### src/rtl/duck_hit_detector_if.sv
// Signal bundle between the mouse/duck_ctl side and duck_hit_detector.
// The master side drives the inputs; the detector uses the slave modport.
interface duck_hit_detector_if;
  logic        game_enable;
  logic        mouse_left;
  logic [11:0] mouse_xpos;
  logic [11:0] mouse_ypos;
  logic [11:0] duck_xpos;
  logic [11:0] duck_ypos;
  logic        target_killed;
  logic [1:0]  shots_left;
  logic [7:0]  score;
  logic        miss;

  modport master (
    output game_enable, mouse_left, mouse_xpos, mouse_ypos, duck_xpos, duck_ypos,
    input  target_killed, shots_left, score, miss
  );

  modport slave (
    input  game_enable, mouse_left, mouse_xpos, mouse_ypos, duck_xpos, duck_ypos,
    output target_killed, shots_left, score, miss
  );
endinterface

### src/rtl/duck_hit_detector.sv
// Duck Hunt shot evaluation: click edge detect, hitbox test, per-duck ammo, hit hold, score.
// Optional macro DUCK_HIT_MARGIN_EN widens the hitbox by 8 px on every side.
module duck_hit_detector #(
  parameter int GROUND      = 620,
  parameter int DUCK_WIDTH  = 96,
  parameter int DUCK_HEIGHT = 32,
  parameter int AMMO        = 3,
  parameter int HIT_HOLD    = 32_500_000
) (
  input  logic                clk,
  input  logic                rst,
  duck_hit_detector_if.slave  bus
);

  localparam int CW = $clog2(HIT_HOLD + 1);
  localparam logic [11:0]   GROUND_Y  = 12'(GROUND);
  localparam logic [12:0]   WIDTH_X   = 13'(DUCK_WIDTH);
  localparam logic [12:0]   HEIGHT_Y  = 13'(DUCK_HEIGHT);
  localparam logic [1:0]    AMMO_V    = 2'(AMMO);
  localparam logic [CW-1:0] HOLD_LAST = CW'(HIT_HOLD - 1);

  typedef enum logic [1:0] {
    ST_WAIT_GROUND = 2'd0,
    ST_WAIT_FLY    = 2'd1,
    ST_ARMED       = 2'd2,
    ST_HOLD        = 2'd3
  } state_t;

  state_t        state_r, state_n;
  logic          btn_q_r;
  logic [CW-1:0] hold_cnt_r, hold_cnt_n;
  logic          target_killed_r, target_killed_n;
  logic [1:0]    shots_r, shots_n;
  logic [7:0]    score_r, score_n;
  logic          miss_r, miss_n;

  logic          click_s, inside_s;
  logic [12:0]   mx_s, my_s, x_lo_s, x_hi_s, y_lo_s, y_hi_s;
  logic [1:0]    shots_dec_s;
  logic [7:0]    score_inc_s;

  assign click_s = bus.mouse_left & ~btn_q_r;
  assign mx_s    = {1'b0, bus.mouse_xpos};
  assign my_s    = {1'b0, bus.mouse_ypos};

`ifdef DUCK_HIT_MARGIN_EN
  // Lower bounds clamp at zero so a duck near the screen edge cannot wrap.
  assign x_lo_s = (bus.duck_xpos >= 12'd8) ? ({1'b0, bus.duck_xpos} - 13'd8) : 13'd0;
  assign y_lo_s = (bus.duck_ypos >= 12'd8) ? ({1'b0, bus.duck_ypos} - 13'd8) : 13'd0;
  assign x_hi_s = {1'b0, bus.duck_xpos} + WIDTH_X + 13'd8;
  assign y_hi_s = {1'b0, bus.duck_ypos} + HEIGHT_Y + 13'd8;
`else
  assign x_lo_s = {1'b0, bus.duck_xpos};
  assign y_lo_s = {1'b0, bus.duck_ypos};
  assign x_hi_s = {1'b0, bus.duck_xpos} + WIDTH_X;
  assign y_hi_s = {1'b0, bus.duck_ypos} + HEIGHT_Y;
`endif

  assign inside_s    = (mx_s >= x_lo_s) & (mx_s < x_hi_s) & (my_s >= y_lo_s) & (my_s < y_hi_s);
  assign shots_dec_s = (shots_r != 2'd0) ? (shots_r - 2'd1) : 2'd0;
  assign score_inc_s = (score_r != 8'd255) ? (score_r + 8'd1) : score_r;

  // Next-state and next-output decode.
  always_comb begin
    state_n         = state_r;
    hold_cnt_n      = hold_cnt_r;
    shots_n         = shots_r;
    score_n         = score_r;
    target_killed_n = 1'b0;
    miss_n          = 1'b0;
    case (state_r)
      ST_WAIT_GROUND: begin
        if (bus.duck_ypos >= GROUND_Y) begin
          state_n = ST_WAIT_FLY;
        end else begin
          state_n = ST_WAIT_GROUND;
        end
      end
      ST_WAIT_FLY: begin
        if (bus.game_enable && (bus.duck_ypos < GROUND_Y)) begin
          state_n = ST_ARMED;
          shots_n = AMMO_V;
        end else begin
          state_n = ST_WAIT_FLY;
        end
      end
      ST_ARMED: begin
        if (!bus.game_enable) begin
          state_n = ST_WAIT_GROUND;
        end else if (click_s && inside_s) begin
          state_n         = ST_HOLD;
          shots_n         = shots_dec_s;
          score_n         = score_inc_s;
          hold_cnt_n      = '0;
          target_killed_n = 1'b1;
        end else if (click_s && (shots_r == 2'd1)) begin
          state_n = ST_WAIT_GROUND;
          shots_n = 2'd0;
          miss_n  = 1'b1;
        end else if (click_s) begin
          shots_n = shots_dec_s;
        end else begin
          state_n = ST_ARMED;
        end
      end
      ST_HOLD: begin
        // Game disable deliberately does not cut the hold short.
        if (hold_cnt_r == HOLD_LAST) begin
          state_n = ST_WAIT_GROUND;
        end else begin
          hold_cnt_n      = hold_cnt_r + CW'(1);
          target_killed_n = 1'b1;
        end
      end
      default: begin
        state_n = ST_WAIT_GROUND;
      end
    endcase
  end

  // State, button history and registered outputs.
  always_ff @(posedge clk) begin
    if (rst) begin
      state_r         <= ST_WAIT_GROUND;
      btn_q_r         <= 1'b0;
      hold_cnt_r      <= '0;
      target_killed_r <= 1'b0;
      shots_r         <= 2'd0;
      score_r         <= 8'd0;
      miss_r          <= 1'b0;
    end else begin
      state_r         <= state_n;
      btn_q_r         <= bus.mouse_left;
      hold_cnt_r      <= hold_cnt_n;
      target_killed_r <= target_killed_n;
      shots_r         <= shots_n;
      score_r         <= score_n;
      miss_r          <= miss_n;
    end
  end

  assign bus.target_killed = target_killed_r;
  assign bus.shots_left    = shots_r;
  assign bus.score         = score_r;
  assign bus.miss          = miss_r;

endmodule

### src/flat_wrapper.sv
// flat-port wrapper written by rule: the top's interface ports become plain ports
module duck_hit_detector_flat 
#(
  parameter int GROUND      = 620,
  parameter int DUCK_WIDTH  = 96,
  parameter int DUCK_HEIGHT = 32,
  parameter int AMMO        = 3,
  parameter int HIT_HOLD    = 32_500_000
)
  (clk, rst, bus_game_enable, bus_mouse_left, bus_mouse_xpos, bus_mouse_ypos, bus_duck_xpos, bus_duck_ypos, bus_target_killed, bus_shots_left, bus_score, bus_miss);
  duck_hit_detector_if bus_i ();
  input  logic clk;
  input  logic rst;
  input wire logic [$bits(bus_i.game_enable)-1:0] bus_game_enable;
  input wire logic [$bits(bus_i.mouse_left)-1:0] bus_mouse_left;
  input wire logic [$bits(bus_i.mouse_xpos)-1:0] bus_mouse_xpos;
  input wire logic [$bits(bus_i.mouse_ypos)-1:0] bus_mouse_ypos;
  input wire logic [$bits(bus_i.duck_xpos)-1:0] bus_duck_xpos;
  input wire logic [$bits(bus_i.duck_ypos)-1:0] bus_duck_ypos;
  output wire logic [$bits(bus_i.target_killed)-1:0] bus_target_killed;
  output wire logic [$bits(bus_i.shots_left)-1:0] bus_shots_left;
  output wire logic [$bits(bus_i.score)-1:0] bus_score;
  output wire logic [$bits(bus_i.miss)-1:0] bus_miss;
  assign bus_i.game_enable = bus_game_enable;
  assign bus_i.mouse_left = bus_mouse_left;
  assign bus_i.mouse_xpos = bus_mouse_xpos;
  assign bus_i.mouse_ypos = bus_mouse_ypos;
  assign bus_i.duck_xpos = bus_duck_xpos;
  assign bus_i.duck_ypos = bus_duck_ypos;
  assign bus_target_killed = bus_i.target_killed;
  assign bus_shots_left = bus_i.shots_left;
  assign bus_score = bus_i.score;
  assign bus_miss = bus_i.miss;
  duck_hit_detector #(.GROUND(GROUND), .DUCK_WIDTH(DUCK_WIDTH), .DUCK_HEIGHT(DUCK_HEIGHT), .AMMO(AMMO), .HIT_HOLD(HIT_HOLD)) u_core (.clk(clk), .rst(rst), .bus(bus_i));
endmodule
### config.mk
export PLATFORM = sky130hd
export DESIGN_NAME = duck_hit_detector_flat
export DESIGN_NICKNAME = d
export VERILOG_FILES = /design/src/rtl/duck_hit_detector_if.sv /design/src/rtl/duck_hit_detector.sv /design/src/flat_wrapper.sv
export SDC_FILE = /design/constraint.sdc
export NUM_CORES = 1
export LEC_CHECK = 0
export ABC_AREA = 1
export BUFFER_PORTS_ARGS = -buffer_cell sky130_fd_sc_hd__buf_2
export CORE_AREA = 2 2 74 112
export DETAILED_ROUTE_END_ITERATION = 10
export DIE_AREA = 0 0 76 114
export HOLD_SLACK_MARGIN = 0.1
export PLACE_DENSITY = 0.71
export SLEW_MARGIN = 40
export SYNTH_ARGS = -nofsm -noshare
export SYNTH_HDL_FRONTEND = slang
export SYNTH_SLANG_ARGS = --single-unit
### constraint.sdc
create_clock -name clk -period 3.6 [get_ports clk]
set_clock_uncertainty 0.2 [all_clocks]
set_input_delay 0.36 -clock clk [delete_from_list [all_inputs] [get_ports clk]]
set_output_delay 0.36 -clock clk [all_outputs]
set_load 0.005 [all_outputs]
==> results_dict.tcl, run 1 <==
set metrics [dict create \
    p_comb_share_pct 16.3 \
    ant_nets 0 \
    netlist_area_um2 3760 \
    drtPass1Iterations 4 \
    track_usage_pct 22.3 \
    intPower_mw 1.00 \
    worst-setup-path-type "primary input to register" \
    place_congestion 0.915 \
    cts_tree "done" \
    synth_ff_type "dfxtp_1" \
    routed_wl_um 9530 \
    postCtsHoldBufs 0 \
    grt_start_max_net_pins 41 \
    io_pins 64 \
    core.rowCount 40 \
    arrival_ns 2.82 \
    max_freq_ghz 0.355 \
    yosys.area_share.simple_pct 39.2 \
    multi_input_area_um2 2600 \
    dp_hpwl_um 7480 \
    setup_tns_ns 0 \
    cts_resized 0 \
    numPortBuffers 63 \
    p_leak_nw 1.97 \
    n_antenna_cell 0 \
    rsz0062_at_grt "no" \
    clk_latency_ns 0.28 \
    worstPathCellList "buf_2 -> inv_1 -> ha_1 -> or2_2 -> nor3_1 -> xor2_1 -> ha_1 -> nand3_1 -> nand2_1 -> inv_1 -> nand2_1 -> nor2_4 -> nand3_4 -> nand2_4 -> nand2_1 -> a21oi_1" \
    muxShareOfSynthArea_pct 0 \
    avgViaCountPerCell 5.21 \
    clockRootBuffer "clkbuf_16" \
    avgSynthCellArea_um2 6.37 \
    ctsHtreeMaxLevel 2 \
    synth_top_family_by_area "simple AND/OR/NAND/NOR gates" \
    worst_slew_pin_slew_ns 0.603 \
    yosysWarningCount 0 \
    hp-class "primary input to register" \
    ir_drop_v 0.000291 \
    synth_xor_xnor_area_share_pct 6.05 \
    seq_area_frac_synth_pct 21.3 \
    die_area_um2 8660 \
    design_area_um2 4390 \
    routed-via-count 3957 \
    fin_crit_sh_pct 78.3 \
    layout.nets 747 \
    cts_buffers 5 \
    first_global_vias 3861 \
    synth_edf_count 0 \
    p_sw_mw 0.310 \
    end_kind "register" \
    drc 0 \
    area_growth_pct 16.6 \
    post_cts_buffers 0 \
    crit_path_start_kind "primary input" \
    drv_cap 0 \
    hold_violations 0 \
    cp.required_ns 3.61 \
    overflow 0 \
    powerDensity_nw_per_um2 299 \
    synth-seq-cells 40 \
    cts_buffer_depth 2 \
    outcome "complete, no violations" \
    slowest_delay_ns 0.33 \
    grt_pass1_wl_um 16100 \
    route.met3.wl_um 365 \
    antenna_found_initial 0 \
    setup_viol 0 \
    switching_share_pct 23.6 \
    finalMaxSlewViolations 0 \
    p_clk_share_pct 49.6 \
    cp_slowest_cell "or2_2" \
    p_total_mw 1.31 \
    highest_layer "met4" \
    critPathMaxFanout 17 \
    die_w_um 76 \
    clk_pin_slew_ns 0.06 \
    placed_cell_area_um2 4170 \
    ff2ff_setup_slack_ns 1.03 \
    syn_inst 591 \
    crit_top_cell "nand2_1" \
    die_y_um 114 \
    power_frac_seq_pct 34.1 \
    synth_nets 685 \
    ys_types 31 \
    seq_area_um2 801 \
    slew_headroom_pct 59.4 \
    wire_per_inst_um 12.6 \
    clock-sinks 40 \
    fillers 763 \
    m1WireLength_um 3770 \
    yosys.area_share.adder_pct 14.0 \
    post-route-min-period_ns 2.82 \
    layout-drive-gt1-share_pct 17.0 \
    met2_length_um 5080 \
    synth-compound-area-share_pct 9.91 \
    drtIter0Drc 156 \
    coreArea_um2 7760 \
    async_flop_share_pct 0 \
    initial_core_util_pct 48.5 \
]
==> final cells by class <==
| class | instances | area share, % |
|---|---|---|
| Multi-Input combinational cell | 462 | 59.3 |
| Sequential cell | 40 | 18.3 |
| Timing Repair Buffer | 67 | 7.93 |
| Inverter | 77 | 6.59 |
| Tap cell | 105 | 3.00 |
| Clock buffer | 5 | 2.85 |
| Clock inverter | 3 | 2.05 |
==> cells by family (layout without fill, tap and decap cells) <==
logic type / count (synthesis) / in the layout
AND/OR/NAND/NOR: 329 / 329
buffers and inverters: 89 / 152
AO/OA/AOI/OAI: 65 / 65
adder cells (fa/ha/maj): 42 / 42
flip-flops: 40 / 40
XOR/XNOR: 26 / 26
==> critical path: cells and delay by family <==
kind	cells	cell delay [ns]
buffers and inverters	3	0.21
and+or+nand+nor	9	1.46
AOI/OAI and AO/OA	1	0.14
xor gates and xnor gates	1	0.18
adders and majority gates	2	0.47
==> power by group through the flow <==
| stage | sequential (mW) | combinational (mW) | clock [mW] |
|---|---|---|---|
| CTS | 0.447 | 0.215 | 0.660 |
| detailed placement | 0.457 | 0.214 | 0 |
| floorplan | 0.457 | 0.143 | 0 |
| finish | 0.447 | 0.214 | 0.650 |
| global route | 0.447 | 0.248 | 0.677 |
| global placement | 0.457 | 0.206 | 0 |
==> layout by cell type (no fill, tap or decap) <==
cell / n
clkbuf_16: 5
bufinv_16: 3
xor2_1: 19
o21ai_1: 1
a21oi_2: 11
nor3_1: 20
xnor2_1: 7
nor2_2: 3
nand2_4: 1
o21ai_0: 6
a31oi_1: 1
nor3b_1: 3
nor2_4: 2
nand3_1: 59
ha_1: 42
nand3b_1: 1
nand2_2: 11
dfxtp_1: 40
nand2_1: 150
nor4_1: 2
nand4_1: 15
nand3_4: 1
o21a_1: 1
a21oi_1: 44
buf_2: 62
a21o_1: 1
buf_4: 5
nor2_1: 56
inv_1: 75
or2_2: 5
inv_2: 2
==> path summary, 6_finish.rpt <==
kind	startpoint	end	cells past startpoint
max	bus_duck_xpos[5]	u_core.hold_cnt_r[19]	16
min	bus_mouse_left	u_core.btn_q_r	3
max reg2reg	u_core.hold_cnt_r[0]	u_core.hold_cnt_r[19]	10
min reg2reg	u_core.bus.score[1]	u_core.bus.score[1]	2
==> state kept, by name, indices dropped and copies added (netlist names) <==
name / cells
u_core.bus.score: 8
u_core.state_r: 2
u_core.bus.miss: 1
u_core.hold_cnt_r: 25
u_core.bus.target_killed: 1
u_core.bus.shots_left: 2
u_core.btn_q_r: 1
==> Yosys cell counts, types with 3 or more instances <==
library cell  instances  area share [%]
nor2_1               56             5.6
nor3b_1               3            0.60
inv_1                75             7.5
dfxtp_1              40              21
nand2_1             150              15
nand4_1              15             2.5
a21oi_2              11             2.6
nand2_2              11             1.8
ha_1                 42              14
clkbuf_1              8            0.80
a21oi_1              44             5.9
xnor2_1               7             1.6
o21ai_0               6            0.80
nor3_1               20             2.7
or2_2                 5            0.83
nor2_2                3            0.50
xor2_1               19             4.4
nand3_1              59             7.8
==> layer usage <==
layer / track usage (%) / vias up
met1: 22.1 / 1763
met2: 45.1 / 113
met5: 0 / -
met3: 2.93 / 32
met4: 10.4 / 0
li1: - / 2049
==> stage by stage <==
step           hold WS (ns)  setup slack [ns]  cells  utilization [%]
2_1_floorplan         0.281             0.841    591                -
3_3_place_gp          0.281             0.590    751             53.7
3_5_place_dp          0.298             0.465    751             53.7
4_1_cts               0.110             0.753    759             56.5
5_1_grt               0.142             0.537    759             56.5
6_report              0.110             0.783    759             56.5
No activity file was read; power rests on OpenSTA's default activity.
==> inputs of run 2 (changes only) <==
--- a/config.mk
+++ b/config.mk
@@ -11,7 +11,7 @@
 export DETAILED_ROUTE_END_ITERATION = 10
 export DIE_AREA = 0 0 76 114
 export HOLD_SLACK_MARGIN = 0.1
-export PLACE_DENSITY = 0.71
+export PLACE_DENSITY = 0.74
 export SLEW_MARGIN = 40
 export SYNTH_ARGS = -nofsm -noshare
 export SYNTH_HDL_FRONTEND = slang
==> constraint.sdc (replaced) <==
create_clock -name clk -period 2.5 [get_ports clk]
set_clock_uncertainty 0.2 [all_clocks]
set_input_delay 0.25 -clock clk [delete_from_list [all_inputs] [get_ports clk]]
set_output_delay 0.25 -clock clk [all_outputs]
set_load 0.005 [all_outputs]
==> run 2 against run 1 <==
Final area increased by 9.7%. Count of clock-buffer cells in the layout unchanged. Largest power group unchanged. Routed wire length increased by 7.8%. Worst hold slack better by 0.0056 ns. Flip-flop and latch count stayed put. Worst setup slack worse by 0.72 ns. Die area unchanged.
==> results_dict.tcl, run 2 (synthesis gave the netlist of run 1 again) <==
set metrics [dict create \
    outcome "complete, no violations" \
    initial_core_util_pct 48.5 \
    clock-sinks 40 \
    hp-class "primary input to register" \
    top_register "u_core.hold_cnt_r" \
    routed_wl_um 10300 \
    p_leak_nw 2.11 \
    worst-setup-path-type "primary input to register" \
    cp.required_ns 2.51 \
    ir_drop_v 0.000300 \
    grt_start_max_net_pins 41 \
    pre_cts_slack_ns -0.261 \
    track_usage_pct 22.7 \
    worst_slack_ns 0.0619 \
    cts_buffers 5 \
    cts_tree "done" \
    critPathMaxFanout 8 \
    power_frac_seq_pct 37.4 \
    wire_per_inst_um 13.1 \
    die_area_um2 8660 \
    grt_pass1_wl_um 16400 \
    layout-drive-gt1-share_pct 25.4 \
    p_sw_mw 0.462 \
    clk_latency_ns 0.28 \
    clk_pin_slew_ns 0.06 \
    overflow 0 \
    clockRootBuffer "clkbuf_16" \
    ctsHtreeMaxLevel 2 \
    worst_slew_pin_slew_ns 0.537 \
    multi_input_area_um2 2850 \
    die_y_um 114 \
    core.rowCount 40 \
    routed-via-count 4096 \
    rsz0062_at_grt "yes" \
    area_growth_pct 27.9 \
    ant_nets 0 \
    setup_viol 0 \
    drc 0 \
    p_comb_share_pct 19.9 \
    fin_crit_sh_pct 97.5 \
    most-common-layout-cells "nand2_1 (146), inv_1 (73), buf_2 (60), nor2_1 (54)" \
    numPortBuffers 63 \
    layout.nets 770 \
    avgViaCountPerCell 5.24 \
    p_clk_share_pct 42.7 \
    antenna_found_initial 0 \
    first_global_vias 3928 \
    seq_area_um2 801 \
    holdWs_ns 0.115 \
    n_antenna_cell 0 \
    drtIter0Drc 161 \
    crit_path_start_kind "primary input" \
    max_freq_ghz 0.410 \
    io_pins 64 \
    end_kind "register" \
    finalMaxSlewViolations 0 \
    fillers 727 \
    cts_buffer_depth 2 \
    powerDensity_nw_per_um2 358 \
    setup_tns_ns 0 \
    final_util_pct 62.0 \
    slew_headroom_pct 64.2 \
    switching_share_pct 26.8 \
    drv_cap 0 \
    coreArea_um2 7760 \
    place_congestion 0.997 \
    p_total_mw 1.72 \
    hold_violations 0 \
    post-route-min-period_ns 2.44 \
    arrival_ns 2.45 \
    intPower_mw 1.26 \
    drtPass1Iterations 4 \
    dp_hpwl_um 7750 \
    die_w_um 76 \
    final_common_cell "nand2_1" \
    largest_reg_flops 25 \
]
run 2: cell count changes in the layout (fill, tap and decap cells not counted), moves of 3 or more:
cell / before / now
buf_4: 5 / 19
a21oi_2: 11 / 18
nand3_1: 59 / 39
nand3_4: 1 / 4
nand2_2: 11 / 14
a21oi_1: 44 / 37
nand3_2: 0 / 17
buf_6: 0 / 4
nand2_1: 150 / 146
buf_8: 0 / 3
run 2: power groups by stage:
stage          registers [mW]  clock network, mW  logic [mW]
4_1_cts                 0.644              0.742       0.322
3_5_place_dp            0.658                  0       0.319
6_report                0.644              0.735       0.342
2_1_floorplan           0.658                  0       0.207
3_3_place_gp            0.658                  0       0.309
5_1_grt                 0.644              0.764       0.394
run 2: worst max-delay path, cell delays in order:
cell,delay (ns)
buf_8,0.08
inv_4,0.04
ha_4,0.14
or2_4,0.25
nor3_4,0.16
xor2_1,0.17
ha_1,0.26
nand3_1,0.09
nand2_1,0.06
inv_1,0.06
nand2_2,0.06
nor2_4,0.15
nand3_4,0.24
buf_6,0.23
nand2_2,0.06
nand2_2,0.05
a21oi_1,0.12
run 2: per-stage QoR:
step                cell area (um^2)  cells
floorplan                       3770    591
global placement                4300    767
detailed placement              4300    767
CTS                             4470    776
global route                    4810    782
finish                          4810    782
run 2: worst paths after layout:
kind / startpoint / to / slack (ns) / cells past startpoint
worst min-delay path: bus_game_enable / u_core.bus.miss / 0.12 / 3
worst min register to register: u_core.hold_cnt_r[5] / u_core.hold_cnt_r[5] / 0.30 / 2
worst max register to register: u_core.hold_cnt_r[1] / u_core.hold_cnt_r[8] / 0.12 / 10
worst max-delay path: bus_duck_xpos[5] / u_core.state_r[0] / 0.06 / 17
run 2: cell type report:
class	instances	area share [%]
Multi-Input combinational cell	464	59.2
Sequential cell	40	16.6
Timing Repair Buffer	88	11.8
Inverter	77	6.11
Tap cell	105	2.73
Clock buffer	5	2.60
Clock inverter	3	0.884
run 2: what timing repair did:
action	in CTS	in global routing
gates resized for setup	0	60
endpoints found under the setup margin	0	34
buffers inserted	0	3
hold buffers	1	0
hold endpoints to repair	1	0
run 2: per-layer routing:
metal  part of all wire, %  track usage, %  routed length [um]  vias to the layer above
met5                     0               0                   0                        -
met4                   4.4            12.2                 454                        0
met3                   3.9            3.24                 405                       39
met2                    54            44.9                5540                      113
met1                    38            22.6                3870                     1849
li1                      -               -                   -                     2095
